<file path="src/rtl/mem_bus_arbiter_pkg.sv">
// Shared constants and state encoding for the memory bus arbiter.
// Consumed by mem_bus_arbiter and its watchdog (ARB_TIMEOUT_EN builds).
package mem_bus_arbiter_pkg;

   localparam logic        RstEnable         = 1'b1;
   localparam int          RegBus            = 32;
   localparam logic [RegBus-1:0] ZeroWord    = '0;
   localparam logic [3:0]  SelAll            = 4'b1111;
   localparam int unsigned ArbTimeoutDefault = 255;

   typedef enum logic [1:0] {
      ArbIdle   = 2'd0,
      ArbIfCyc  = 2'd1,
      ArbMemCyc = 2'd2
   } arb_state_e;

endpackage

</file>
<file path="src/rtl/mem_bus_arbiter_watchdog.sv">
// arb_watchdog: counts busy cycles without bus_ack and flags expiry.
// Only present when ARB_TIMEOUT_EN is defined.
`ifdef ARB_TIMEOUT_EN
module arb_watchdog
   import mem_bus_arbiter_pkg::*;
#(
   parameter int unsigned LIMIT = ArbTimeoutDefault
) (
   input  logic clk,
   input  logic rst,
   input  logic clear,
   input  logic tick,
   output logic expire
);

   logic [7:0] cnt;

   always_ff @(posedge clk) begin
      if (rst == RstEnable) begin
         cnt <= 8'd0;
      end else if (clear) begin
         cnt <= 8'd0;
      end else if (tick) begin
         cnt <= cnt + 8'd1;
      end
   end

   // Fires on the LIMIT-th consecutive unanswered busy cycle.
   assign expire = tick && (cnt == 8'(LIMIT - 1));

endmodule
`endif

</file>
<file path="src/rtl/mem_bus_arbiter.sv">
// mem_bus_arbiter: serialises fetch and data requests onto one memory bus.
// Define ARB_TIMEOUT_EN to abort bus cycles that see no bus_ack in time.
module mem_bus_arbiter
   import mem_bus_arbiter_pkg::*;
#(
   parameter int unsigned TIMEOUT_CYCLES = ArbTimeoutDefault
) (
   input  logic              clk,
   input  logic              rst,
   input  logic              flush,
   input  logic              if_req,
   input  logic [RegBus-1:0] if_addr,
   output logic [RegBus-1:0] if_rdata,
   output logic              if_ack,
   output logic              if_stallreq,
   input  logic              mem_req,
   input  logic              mem_we,
   input  logic [3:0]        mem_sel,
   input  logic [RegBus-1:0] mem_addr,
   input  logic [RegBus-1:0] mem_wdata,
   output logic [RegBus-1:0] mem_rdata,
   output logic              mem_ack,
   output logic              mem_stallreq,
   output logic              bus_cyc,
   output logic              bus_stb,
   output logic              bus_we,
   output logic [3:0]        bus_sel,
   output logic [RegBus-1:0] bus_addr,
   output logic [RegBus-1:0] bus_wdata,
   input  logic [RegBus-1:0] bus_rdata,
   input  logic              bus_ack,
   output logic              bus_timeout
);

   arb_state_e state, state_nxt;
   logic discard;
   logic busy, if_elig, mem_elig, grant_if, grant_mem;
   logic expire, done, drop_result;

   // A port whose ack is pulsing still shows its old request; keep it out.
   always_comb begin
      busy        = (state != ArbIdle);
      if_elig     = if_req && !if_ack;
      mem_elig    = mem_req && !mem_ack;
      grant_mem   = !busy && !flush && mem_elig;
      grant_if    = !busy && !flush && !mem_elig && if_elig;
      done        = busy && (bus_ack || expire);
      drop_result = discard || flush;
   end

   always_comb begin
      state_nxt = state;
      case (state)
         ArbIdle: begin
            if (grant_mem)     state_nxt = ArbMemCyc;
            else if (grant_if) state_nxt = ArbIfCyc;
         end
         ArbIfCyc, ArbMemCyc: begin
            if (done) state_nxt = ArbIdle;
         end
         default: state_nxt = ArbIdle;
      endcase
   end

   always_ff @(posedge clk) begin
      if (rst == RstEnable) begin
         state     <= ArbIdle;
         discard   <= 1'b0;
         if_ack    <= 1'b0;
         if_rdata  <= ZeroWord;
         mem_ack   <= 1'b0;
         mem_rdata <= ZeroWord;
         bus_cyc   <= 1'b0;
         bus_we    <= 1'b0;
         bus_sel   <= 4'b0000;
         bus_addr  <= ZeroWord;
         bus_wdata <= ZeroWord;
      end else begin
         state   <= state_nxt;
         if_ack  <= 1'b0;
         mem_ack <= 1'b0;
         if (grant_mem) begin
            bus_cyc   <= 1'b1;
            bus_we    <= mem_we;
            bus_sel   <= mem_sel;
            bus_addr  <= mem_addr;
            bus_wdata <= mem_wdata;
         end else if (grant_if) begin
            bus_cyc   <= 1'b1;
            bus_we    <= 1'b0;
            bus_sel   <= SelAll;
            bus_addr  <= if_addr;
            bus_wdata <= ZeroWord;
         end
         if (busy && flush) discard <= 1'b1;
         if (done) begin
            bus_cyc <= 1'b0;
            discard <= 1'b0;
            if (!drop_result) begin
               // An aborted cycle (expire without bus_ack) returns ZeroWord.
               if (state == ArbIfCyc) begin
                  if_ack   <= 1'b1;
                  if_rdata <= bus_ack ? bus_rdata : ZeroWord;
               end else begin
                  mem_ack   <= 1'b1;
                  mem_rdata <= (bus_ack && !bus_we) ? bus_rdata : ZeroWord;
               end
            end
         end
      end
   end

   assign bus_stb      = bus_cyc;
   assign if_stallreq  = if_req && !if_ack;
   assign mem_stallreq = mem_req && !mem_ack;

`ifdef ARB_TIMEOUT_EN
   logic timeout_q;

   arb_watchdog #(.LIMIT(TIMEOUT_CYCLES)) u_watchdog (
      .clk    (clk),
      .rst    (rst),
      .clear  (grant_if || grant_mem),
      .tick   (busy && !bus_ack),
      .expire (expire)
   );

   always_ff @(posedge clk) begin
      if (rst == RstEnable) timeout_q <= 1'b0;
      else                  timeout_q <= expire;
   end

   assign bus_timeout = timeout_q;
`else
   logic [7:0] unused_timeout;
   assign unused_timeout = 8'(TIMEOUT_CYCLES);
   assign expire         = 1'b0;
   assign bus_timeout    = 1'b0;
`endif

endmodule

</file>
<file path="config.mk">
export PLATFORM = sky130hd
export DESIGN_NAME = mem_bus_arbiter
export DESIGN_NICKNAME = d
export VERILOG_FILES = /design/src/rtl/mem_bus_arbiter_pkg.sv /design/src/rtl/mem_bus_arbiter_watchdog.sv /design/src/rtl/mem_bus_arbiter.sv
export SDC_FILE = /design/constraint.sdc
export NUM_CORES = 1
export LEC_CHECK = 0
export ABC_AREA = 1
export ABC_CLOCK_PERIOD_IN_PS = 1700
export BUFFER_PORTS_ARGS = -buffer_cell sky130_fd_sc_hd__buf_2
export CORE_MARGIN = 10
export CORE_UTILIZATION = 45
export DETAILED_ROUTE_END_ITERATION = 10
export GPL_ROUTABILITY_DRIVEN = 0
export PLACE_DENSITY = 0.9
export SKIP_CTS_REPAIR_TIMING = 1
export SLEW_MARGIN = 25
export SYNTH_ARGS = -nofsm -noshare
export SYNTH_HDL_FRONTEND = slang
export SYNTH_SLANG_ARGS = --single-unit
</file>
<file path="constraint.sdc">
create_clock -name clk -period 1.7 [get_ports clk]
set_input_delay 0.085 -clock clk [delete_from_list [all_inputs] [get_ports clk]]
set_output_delay 0.085 -clock clk [all_outputs]
set_load 0.02 [all_outputs]
</file>
# Word level (Yosys, flattened, before mapping)
# Cells that the tools add are included.
[classes]
n_addsub = 0
n_mul = 0
n_div = 0
n_lt_le_gt_ge = 0
eq_ne = 4
shifts = 0
mux = 18
bitwise = 3
n_reduce_logical = 25
[ops]
columns = ["operator", "n"]
rows = [
  ["$mux 32", 6],
  ["$logic_and 1x1->1", 9],
  ["$mux 4", 2],
  ["$logic_not 1->1", 6],
  ["$mux 1", 6],
  ["$mux 2", 3],
  ["$reduce_and 3->1", 2],
  ["$pmux 2 s2", 1],
  ["$reduce_bool 2->1", 2],
  ["$reduce_or 2->1", 2],
  ["$ne 3x3->1 const B", 1],
  ["$not 1->1", 3],
  ["$reduce_or 3->1", 1],
  ["$eq 2x1->1 const B", 1],
  ["$eq 2x2->1 const B", 1],
  ["$logic_not 2->1", 1],
  ["$ne 2x2->1 const B", 1],
  ["$reduce_and 2->1", 1],
  ["$logic_or 1x1->1", 1],
]
[word_totals]
register_bits = 139
latch_bits = 0
ramBits = 0
mem_bits_ro = 0
in_bits = 139
output_inout_bits = 140
word_cells = 61
n_memories = 0

# Depth between registers and ports, before layout
# Gate-level depths: netlist of run 1.
[logic_depth]
depth_word = 8
mapped_depth = 10
ltp_nobuf = 9

# Worst setup path before layout of run 1
# Ideal clock, no wire load.
[synth_path]
path_type = "flip-flop to flip-flop"
startpoint = "register if_ack"
endpoint = "register state[0]"
arrival_ps = 1459
required_time_ps = 1630
path_slack_ps = 171
path_stages_with_launch = 8
n_path_buf = 2
synth_period_minus_slack_ps = 1529
cell_sequence = "dfxtp_1 nor2_1 nand2_2 nand2_1 buf_6 buf_6 nand4_1 a21oi_1"
[synth_via]
elab_chain_cells = 5
[synth_lines]
columns = ["item", "line_no", "source"]
rows = [
  ["from (decl)", "mem_bus_arbiter.sv:14", "output logic if_ack,"],
  ["from (signal assigned)", "mem_bus_arbiter.sv:69", "if_ack <= 1'b0;"],
  ["from (signal assigned)", "mem_bus_arbiter.sv:80", "if_ack <= 1'b0;"],
  ["from (signal assigned)", "mem_bus_arbiter.sv:102", "if_ack <= 1'b1;"],
  ["$logic_not 1->1", "-", ""],
  ["$logic_and 1x1->1", "-", ""],
  ["via if_stallreq", "mem_bus_arbiter.sv:15", "output logic if_stallreq,"],
  ["$logic_and 1x1->1", "mem_bus_arbiter.sv:46", "grant_if = !busy && !flush && !mem_elig && if_elig;"],
  ["$ne 3x3->1 (no source line)", "-", ""],
  ["$reduce_and 2->1 (no source line)", "-", ""],
  ["to (signal assigned)", "mem_bus_arbiter.sv:67", "state <= ArbIdle;"],
  ["to (signal assigned)", "mem_bus_arbiter.sv:79", "state <= state_nxt;"],
  ["to (decl)", "mem_bus_arbiter.sv:35", "arb_state_e state, state_nxt;"],
]
# The timed path passes the listed nets, and every way through them passes these cells.
# A chain may end at the register's enable or synchronous reset.

# Worst setup path after layout of run 1
[layout_path]
startpoint = "register state[0]"
endpoint = "register if_rdata[16]"
[layout_via]
elab_chain_cells = 3
[layout_lines]
columns = ["item", "line_no", "source"]
rows = [
  ["$reduce_bool 2->1", "mem_bus_arbiter.sv:42", "busy = (state != ArbIdle);"],
  ["$logic_and 1x1->1", "mem_bus_arbiter.sv:47", "done = busy && (bus_ack || expire);"],
  ["$reduce_and 3->1 (no source line) *", "-", ""],
  ["to (signal assigned)", "mem_bus_arbiter.sv:70", "if_rdata <= ZeroWord;"],
  ["to (signal assigned)", "mem_bus_arbiter.sv:103", "if_rdata <= bus_ack ? bus_rdata : ZeroWord;"],
  ["to (decl)", "mem_bus_arbiter.sv:13", "output logic [RegBus-1:0] if_rdata,"],
]
# Mark *: on every way between the ends. The rest lies on a longest branch, timed or not.

==> results.md, run 1 <==
- The run finished, with violations left.
- The checks that failed: hold timing.
- The worst-case reg-to-reg path depth is 7.
- The switching power share of the total is approximately 29%.
- Of the synthesized area, sequential elements account for 53.5%.
- The detailed router finished its first iteration with 777 violations.
- Dividing the detail-routed wire length by the instance count gives approximately 19 µm.
- The classification of the worst-slack hold path is input port to flop.
- The synthesis-to-layout area growth is 62.4%.
- The final-layout fill cell count is 772.
- Global routing used 20.8% of the available tracks across all layers.
- The analysis attributes to cell leakage a power of around 4.0 nW.
- The worst hold path was traced through 3 stages.
- The die span in x is 128 µm.
- The routed layout has 6470 vias.
- The internal cell power is 6.87 mW.
- For this configuration, the core starts out at a cell density of 45.7%.
- Clock tree synthesis selected as its root buffer the cell sky130_fd_sc_hd__clkbuf_16.
- The share of final-layout standard cells stronger than drive strength 1 is between 30% and 40%.
- The critical path is of the flop to flop type.
- Entering global routing, the biggest net connects 47 pins.
- The kind of end point of the critical path is a flop.
- The worst voltage drop across the vdd grid is 0.888 mV.
- Port buffering added roughly 280 buffers.
- In this run the vertical extent of the chip is 128 µm.
- The maximum level of the CTS H-tree is 4.
- The cell type with the highest aggregate area in the netlist is sky130_fd_sc_hd__dfxtp_1.
- The reported net switching power is 2.85 mW.
- Summed over all layers, the global routing overflow is 0.
- The via count of the first global-routing pass is ~5500.
- Leaving out fill and tap cells, the most frequent cell in the layout is sky130_fd_sc_hd__buf_2.
- The fraction of power consumed by sequential logic is 38.5%.
- The maximum root-to-sink buffer count is 2.
- The TritonCTS clock tree is done.
- Setup slack on the critical path of the routed design comes to 44.0 ps.
- The worst path in the final design needs a cycle of between 1500 and 2000 ps, including I/O delays and setup.
- The synthesized design devotes to its leading area cell type 53.5% of total area.
- The initial antenna violation count is 3.
- Detailed placement finished with a half-perimeter wire length of 13400 µm.
- The power density over cell area is 1150 mW/mm².
- The number of distinct standard cells referenced by the synthesized netlist is 20.
- Along the worst path, the maximum fanout reaches 18.
- Counting the buffers created by CTS gives 17.
- Timing would allow up to 604 MHz.
- In this run the core area contains 39 standard-cell rows.
- Leaving out fill and tap cells, the most frequent cells in the layout are sky130_fd_sc_hd__buf_2, sky130_fd_sc_hd__dfxtp_1, sky130_fd_sc_hd__nand2_1.
- After synthesis, the cell types taking the most area are sky130_fd_sc_hd__dfxtp_1, sky130_fd_sc_hd__o21ai_0, sky130_fd_sc_hd__nand2_1, sky130_fd_sc_hd__a21oi_1, sky130_fd_sc_hd__nor2_1.
- The total count of max-transition violations in the final report is 0.
- Dividing the detail-routed via count by the number of cells gives 5.41.
- In this run the most critical hold path is launched from if_addr[22].
- The worst clock skew is 11.6 ps.
- The worst setup path is launched from a flop.
- The reg-to-reg setup timing slack is 40 ps.
- The final setup violation count is 0.
- At the end of the flow, the number of nets in the layout was 1179.
- The number of primary I/O pins is 279.
- The endpoint identified for the worst register-to-register timing path is if_rdata[16].
- The final wirelength is approximately 22000 µm.
- Synthesis produced a netlist with a net count of just over 800.
- In this run the critical register-to-register path is launched from state[0].
- The worst hold slack is -17.2 ps.
- A synthesized cell averages 7.77 µm².
- The number of nets with antenna violations after routing is 0.
- The final hold violation count is 5.
- The region available for standard cell placement spans 0.0114 mm².
- The later pin in the worst-skew pair is clocked with a latency of 420 ps.
- Of the total power, the clock network draws 38.5%.
- The worst hold path terminates at bus_addr[22].
- Setup repair after global routing could not meet its margin everywhere.
- The number of max-capacitance violations reported is 0.
- The tree built by TritonCTS fans out to between 100 and 150 sinks.
- The first detailed-routing pass took 5 iterations.
- The design draws approximately 10 mW.
- The final routed DRC violation total is 0.
- The first global-routing pass estimated 27800 µm of wire.
- The fraction of power consumed by combinational cells is 23.0%.
- Dividing the final minimum period by the clock period gives 97.4%.
- The die outline area is between 0.015 and 0.02 mm².
- For the worst setup path, the data required time is 2020 ps.
- Synthesis produced 669 cells.
- At the worst endpoint, the arrival time is 1980 ps.
- After clock tree synthesis, the clock-pin slew on the worst setup and hold paths is 50 ps.
- OpenSTA, run right after detailed placement, puts the worst setup slack at approximately 16 ps.
- The netlist area before placement is ~0.0052 mm².
- The flip-flop and latch count after synthesis is 139.
- Yosys printed 0 warnings.
## power by group through the flow
stage / sequential, mW / combinational (mW) / clock, mW
after floorplan: 4.14 / 0.816 / 0
final: 3.74 / 2.23 / 3.75
after CTS: 3.73 / 1.94 / 3.80
after global placement: 3.77 / 1.90 / 0
after global routing: 3.77 / 2.42 / 3.94
after detailed placement: 3.79 / 1.93 / 0
## critical path, stage by stage, from the launching register on
cell and delay, ps:
sky130_fd_sc_hd__dfxtp_1 360, sky130_fd_sc_hd__inv_1 70, sky130_fd_sc_hd__ha_2 220, sky130_fd_sc_hd__nor2_2 130
sky130_fd_sc_hd__buf_4 150, sky130_fd_sc_hd__nand4_1 170, sky130_fd_sc_hd__buf_6 230, sky130_fd_sc_hd__o21ai_0 220
## cells by family after synthesis
family | share of synthesized area (%)
AOI/OAI and AO/OA | 22.5
adders and majority gates | 0.481
buffers and inverters | 6.13
DFF | 53.5
other | 0.0721
and+or+nand+nor | 17.3
## state kept, by name, indices dropped and copies added, names as in the netlist, 2 cells and up
register and count:
bus_wdata 32, if_rdata 32, bus_addr 32, bus_sel 4
state 2, mem_rdata 32
## metal layers
layer | global-route usage (%) | vias up | routed length, µm
met5 | 0 | - | 0
met4 | 8.98 | 0 | 998
met3 | 10.0 | 90 | 2490
met2 | 35.4 | 452 | 11000
met1 | 21.4 | 2948 | 7680
li1 | - | 2980 | -
## how the worst max path moves through the flow
stage	from	slack, ps	to
4_1_cts	state[0]	-7	mem_rdata[17]
5_1_grt	state[0]	-70	if_rdata[16]
3_3_place_gp	state[0]	20	mem_rdata[27]
3_5_place_dp	state[0]	20	mem_rdata[17]
6_report	state[0]	40	if_rdata[16]
2_1_floorplan	if_ack	170	state[0]
## synthesized netlist by cell type
library cell / instances
sky130_fd_sc_hd__nand2_2: 1
sky130_fd_sc_hd__buf_1: 1
sky130_fd_sc_hd__inv_2: 4
sky130_fd_sc_hd__buf_4: 5
sky130_fd_sc_hd__ha_1: 2
sky130_fd_sc_hd__o21ai_1: 7
sky130_fd_sc_hd__nor2_2: 3
sky130_fd_sc_hd__buf_2: 15
sky130_fd_sc_hd__inv_1: 8
sky130_fd_sc_hd__a21oi_1: 100
sky130_fd_sc_hd__nor2_1: 46
sky130_fd_sc_hd__nand3_1: 34
sky130_fd_sc_hd__nor3_1: 1
sky130_fd_sc_hd__o21ai_0: 127
sky130_fd_sc_hd__clkbuf_1: 33
sky130_fd_sc_hd__buf_6: 3
sky130_fd_sc_hd__dfxtp_1: 139
sky130_fd_sc_hd__nand4_1: 2
sky130_fd_sc_hd__conb_1: 1
sky130_fd_sc_hd__nand2_1: 137
## stage by stage
stage	setup TNS, ps	instances	hold WS [ps]	utilization, %	instance area [µm²]
2_1_floorplan	0	669	223	-	5200
3_3_place_gp	0	1055	327	59.1	6720
3_5_place_dp	0	1055	334	59.1	6720
4_1_cts	-18.4	1085	-99.0	64.4	7320
5_1_grt	-1710	1195	0.885	74.3	8450
6_report	0	1196	-17.2	74.3	8450
## cell type report
class / instances / area [µm²] / share of cell area [%]
Timing Repair Buffer: 407 / 2710 / 32.1
Sequential cell: 139 / 2780 / 32.9
Clock buffer: 23 / 488 / 5.78
Multi-Input combinational cell: 461 / 2110 / 25.0
Antenna cell: 4 / 10.0 / 0.118
Clock inverter: 7 / 114 / 1.35
Inverter: 12 / 50.0 / 0.592
Tap cell: 143 / 179 / 2.12
Power figures use the tool's default switching activity.
==> inputs of run 2 (changes only) <==
Settings changed: ABC_CLOCK_PERIOD_IN_PS 1700 to 1500, CORE_MARGIN 10 to 4, CORE_UTILIZATION 45 to 40, PLACE_DENSITY 0.9 to 0.86.
Clock period 1.7 ns to 1.5 ns, I/O delays scaled along.
==> run 2 against run 1 <==
Net effect:
- the run ends with hold timing, setup timing left
- non-clock buffer count is 19 higher
- count of clock-buffer cells in the layout stayed put
- power is 17% higher
- routed wire length is 1.3% higher
- sequential share of layout area is 1.9 points lower
- via count is 3.7% higher
- fmax is 5.0% higher
- core utilization is 3.5 points lower
- final area is 6.1% higher
- global-route usage is 0.31 points higher
- combinational power is 31% higher
- register-to-register slack worse by 120 ps
==> results.md, run 2 (synthesis gave the netlist of run 1 again) <==
- The TritonCTS sink count is 139 (unchanged).
- The global-route wire length before repair came to 25100 µm (-9.5%).
- The final setup violation count is 20 (+20).
- The total CTS buffers is 17 (unchanged).
- The total count of max-transition violations in the final report was 0 (unchanged).
- STA classifies the critical path endpoint as a flop.
- The startpoint type of the worst setup path is a flop.
- The die boundary height came to 122 µm (-4.3%).
- The total power was 11.4 mW (+17%).
- The worst setup path is of the flop to flop kind.
- The total number of placement rows is 41 (+5.1%).
- The checks that failed: hold timing, setup timing.
- The end-of-flow core utilization is 70.8% (-3.5 points).
- The number of max-capacitance violations reported is 0 (unchanged).
- The clock insertion delay at the later pin of the skew report is 420 ps (about the same).
- The number of buffers added on ports is 277 (unchanged).
- The worst voltage drop across the vdd grid is 0.763 mV (-14%).
- Setup repair after global routing could not meet its margin everywhere.
- The share of final-layout standard cells stronger than drive strength 1 is 35.5% (+2.8 points).
- The final HPWL from detailed placement came to 11700 µm (-13%).
- The via count of the first global-routing pass is 5237 (-5.5%).
- The fmax is 634 MHz (+5.0%).
- The worst-case setup margin in the final layout came to -77.1 ps (-121 ps).
- The clock slew at the register clock pins of the worst setup and hold paths is 60 ps (about the same).
- The final hold violation count is 7 (+2).
- The internal cell power is 7.89 mW (+15%).
- The final wirelength is 22500 µm (+1.3%).
- The proportion of power drawn by the clock network is 37.2% (-1.3 points).
- The number of nets with antenna violations after routing is 0 (unchanged).
- The startpoint identified for the worst hold timing path is if_addr[24].
- The reported net switching power was 3.53 mW (+24%).
- The final-layout fill cell count is 885 (+15%).
- The run finished, with violations left.
- The maximum number of pins on one net before global-route repair is 63 (+34%).
- The worst hold slack is -34.7 ps (-17.5 ps).
- The initial antenna violation count is 1 (-2).
- The area of the core is 0.0127 mm² (+11%).
- The required time at the endpoint of the critical path came to 1790 ps (-230 ps).
- The remaining global-route overflow came to 0 (unchanged).
- TritonCTS built the clock tree.
- Compared with the post-synthesis result, the final layout area differs by 72.4%.
- The fraction of power consumed by combinational cells is 25.6% (+2.6 points).
- The final routed DRC violation total came to 0 (unchanged).
- The area of the multi-input gates came to 0.00223 mm² (+5.4%).
- The static leakage is 4.19 nW (+4.4%).
- The library cell used most frequently in the layout, excluding fill and tap cells, is sky130_fd_sc_hd__buf_2.
- The min-delay analysis places its worst path in the category input port to flop.
- The number of iterations in the first detailed-routing pass came to 6 (+1).
- The total global routing track utilization was 21.1% (+0.31 points).
- The die span in x is 122 µm (-4.3%).
- The maximum root-to-sink buffer count was 2 (unchanged).
- The count of nets after finishing is 1198 (+1.6%).
- The maximum net fanout on the critical path came to 32 (+14).
- The startpoint of the most critical setup path is state[1].
- The die outline area is 0.0149 mm² (-8.4%).
- The power density over cell area was 1270 mW/mm² (+11%).
- The maximum level of the CTS H-tree is 4 (unchanged).
- The post-layout minimum cycle time came to 1580 ps (-78.9 ps).
- The average vias per placed instance is 5.40 (-0.23%).
- The fraction of the cycle the final worst path needs is 105% (+7.7 points).
- In the layout the commonest cells are sky130_fd_sc_hd__buf_2, sky130_fd_sc_hd__dfxtp_1, sky130_fd_sc_hd__nand2_1.
- The worst clock skew was 6.44 ps (-5.16 ps).
- The number of primary I/O pins is 279 (unchanged).
- The fraction of power consumed by sequential logic is 37.2% (-1.3 points).
- The number of vias in the routed layout was 6709 (+3.7%).
- The per-cell routed wire length is 18.1 µm (-2.5%).
- The tree is rooted in a sky130_fd_sc_hd__clkbuf_16.
- The arrival time of the worst setup path was 1870 ps (-110 ps).
- The detailed router's first-iteration violation count came to 649 (-16%).
- The switching power share of the total came to 30.9% (+1.5 points).
- The origin of the critical flop-to-flop path is state[1].
- The starting density of the core is 41.0% (-4.7 points).
- The storage element area is 0.00279 mm² (about the same).
==> run 2: cell count changes in the layout (fill, tap and decap cells not counted), sizes merged <==
cell	before	now
clkinv	4	5
clkbuf	24	30
dlygate4sd3	105	115
bufinv	3	2
buf	301	304
clkinvlp	0	2
diode	4	1
==> run 2: through the flow <==
step                setup TNS (ps)  instance area (µm²)  std cells  setup WS (ps)  hold slack [ps]
floorplan                        0                 5210        669           14.9              213
global placement             -4300                 6850       1085           -119              318
detailed placement          -10210                 6850       1085           -180              326
CTS                         -12030                 7450       1117           -202             -122
global route                 -5980                 8970       1243           -145            -20.6
finish                        -492                 8970       1243          -77.1            -34.7
==> run 2: area by class of cell <==
| type | instances | area share, % |
|---|---|---|
| repair buffers | 426 | 34.3 |
| flip-flops and latches | 139 | 31.1 |
| multi-input cells | 461 | 24.9 |
| clock buffers | 23 | 5.44 |
| well taps | 172 | 2.40 |
| clock inverters | 9 | 1.24 |
| inverters | 12 | 0.642 |
| diodes | 1 | 0.0279 |
==> run 2: routing by layer <==
metal / part of all wire, % / GRT usage, % / vias to the layer above
met5: 0 / 0 / -
met3: 12 / 7.99 / 120
li1: - / - / 3024
met1: 35 / 24.4 / 3066
met4: 4.6 / 7.77 / 0
met2: 49 / 35.7 / 499
==> run 2: critical path, stage by stage, from the launching register on <==
cell and delay [ps]:
sky130_fd_sc_hd__dfxtp_2 320, sky130_fd_sc_hd__inv_2 80, sky130_fd_sc_hd__ha_4 170, sky130_fd_sc_hd__inv_4 40, sky130_fd_sc_hd__nor2_4 150, sky130_fd_sc_hd__nand2_4 100
sky130_fd_sc_hd__buf_8 200, sky130_fd_sc_hd__o21ai_0 250, sky130_fd_sc_hd__a21oi_1 120
==> run 2: power by group through the flow <==
stage / registers [mW] / logic (mW) / clock network, mW
after floorplan: 4.69 / 0.932 / 0
after global placement: 4.28 / 2.20 / 0
after detailed placement: 4.29 / 2.24 / 0
after CTS: 4.22 / 2.25 / 4.29
after global routing: 4.28 / 3.11 / 4.45
final: 4.25 / 2.92 / 4.25
==> run 2: final timing paths <==
kind | endpoint | slack [ps] | cells past startpoint
worst max-delay path | bus_addr[18] | -80 | 8
worst min-delay path | bus_addr[24] | -30 | 3
worst max register to register | bus_addr[18] | -80 | 8
worst min register to register | bus_wdata[7] | 460 | 2
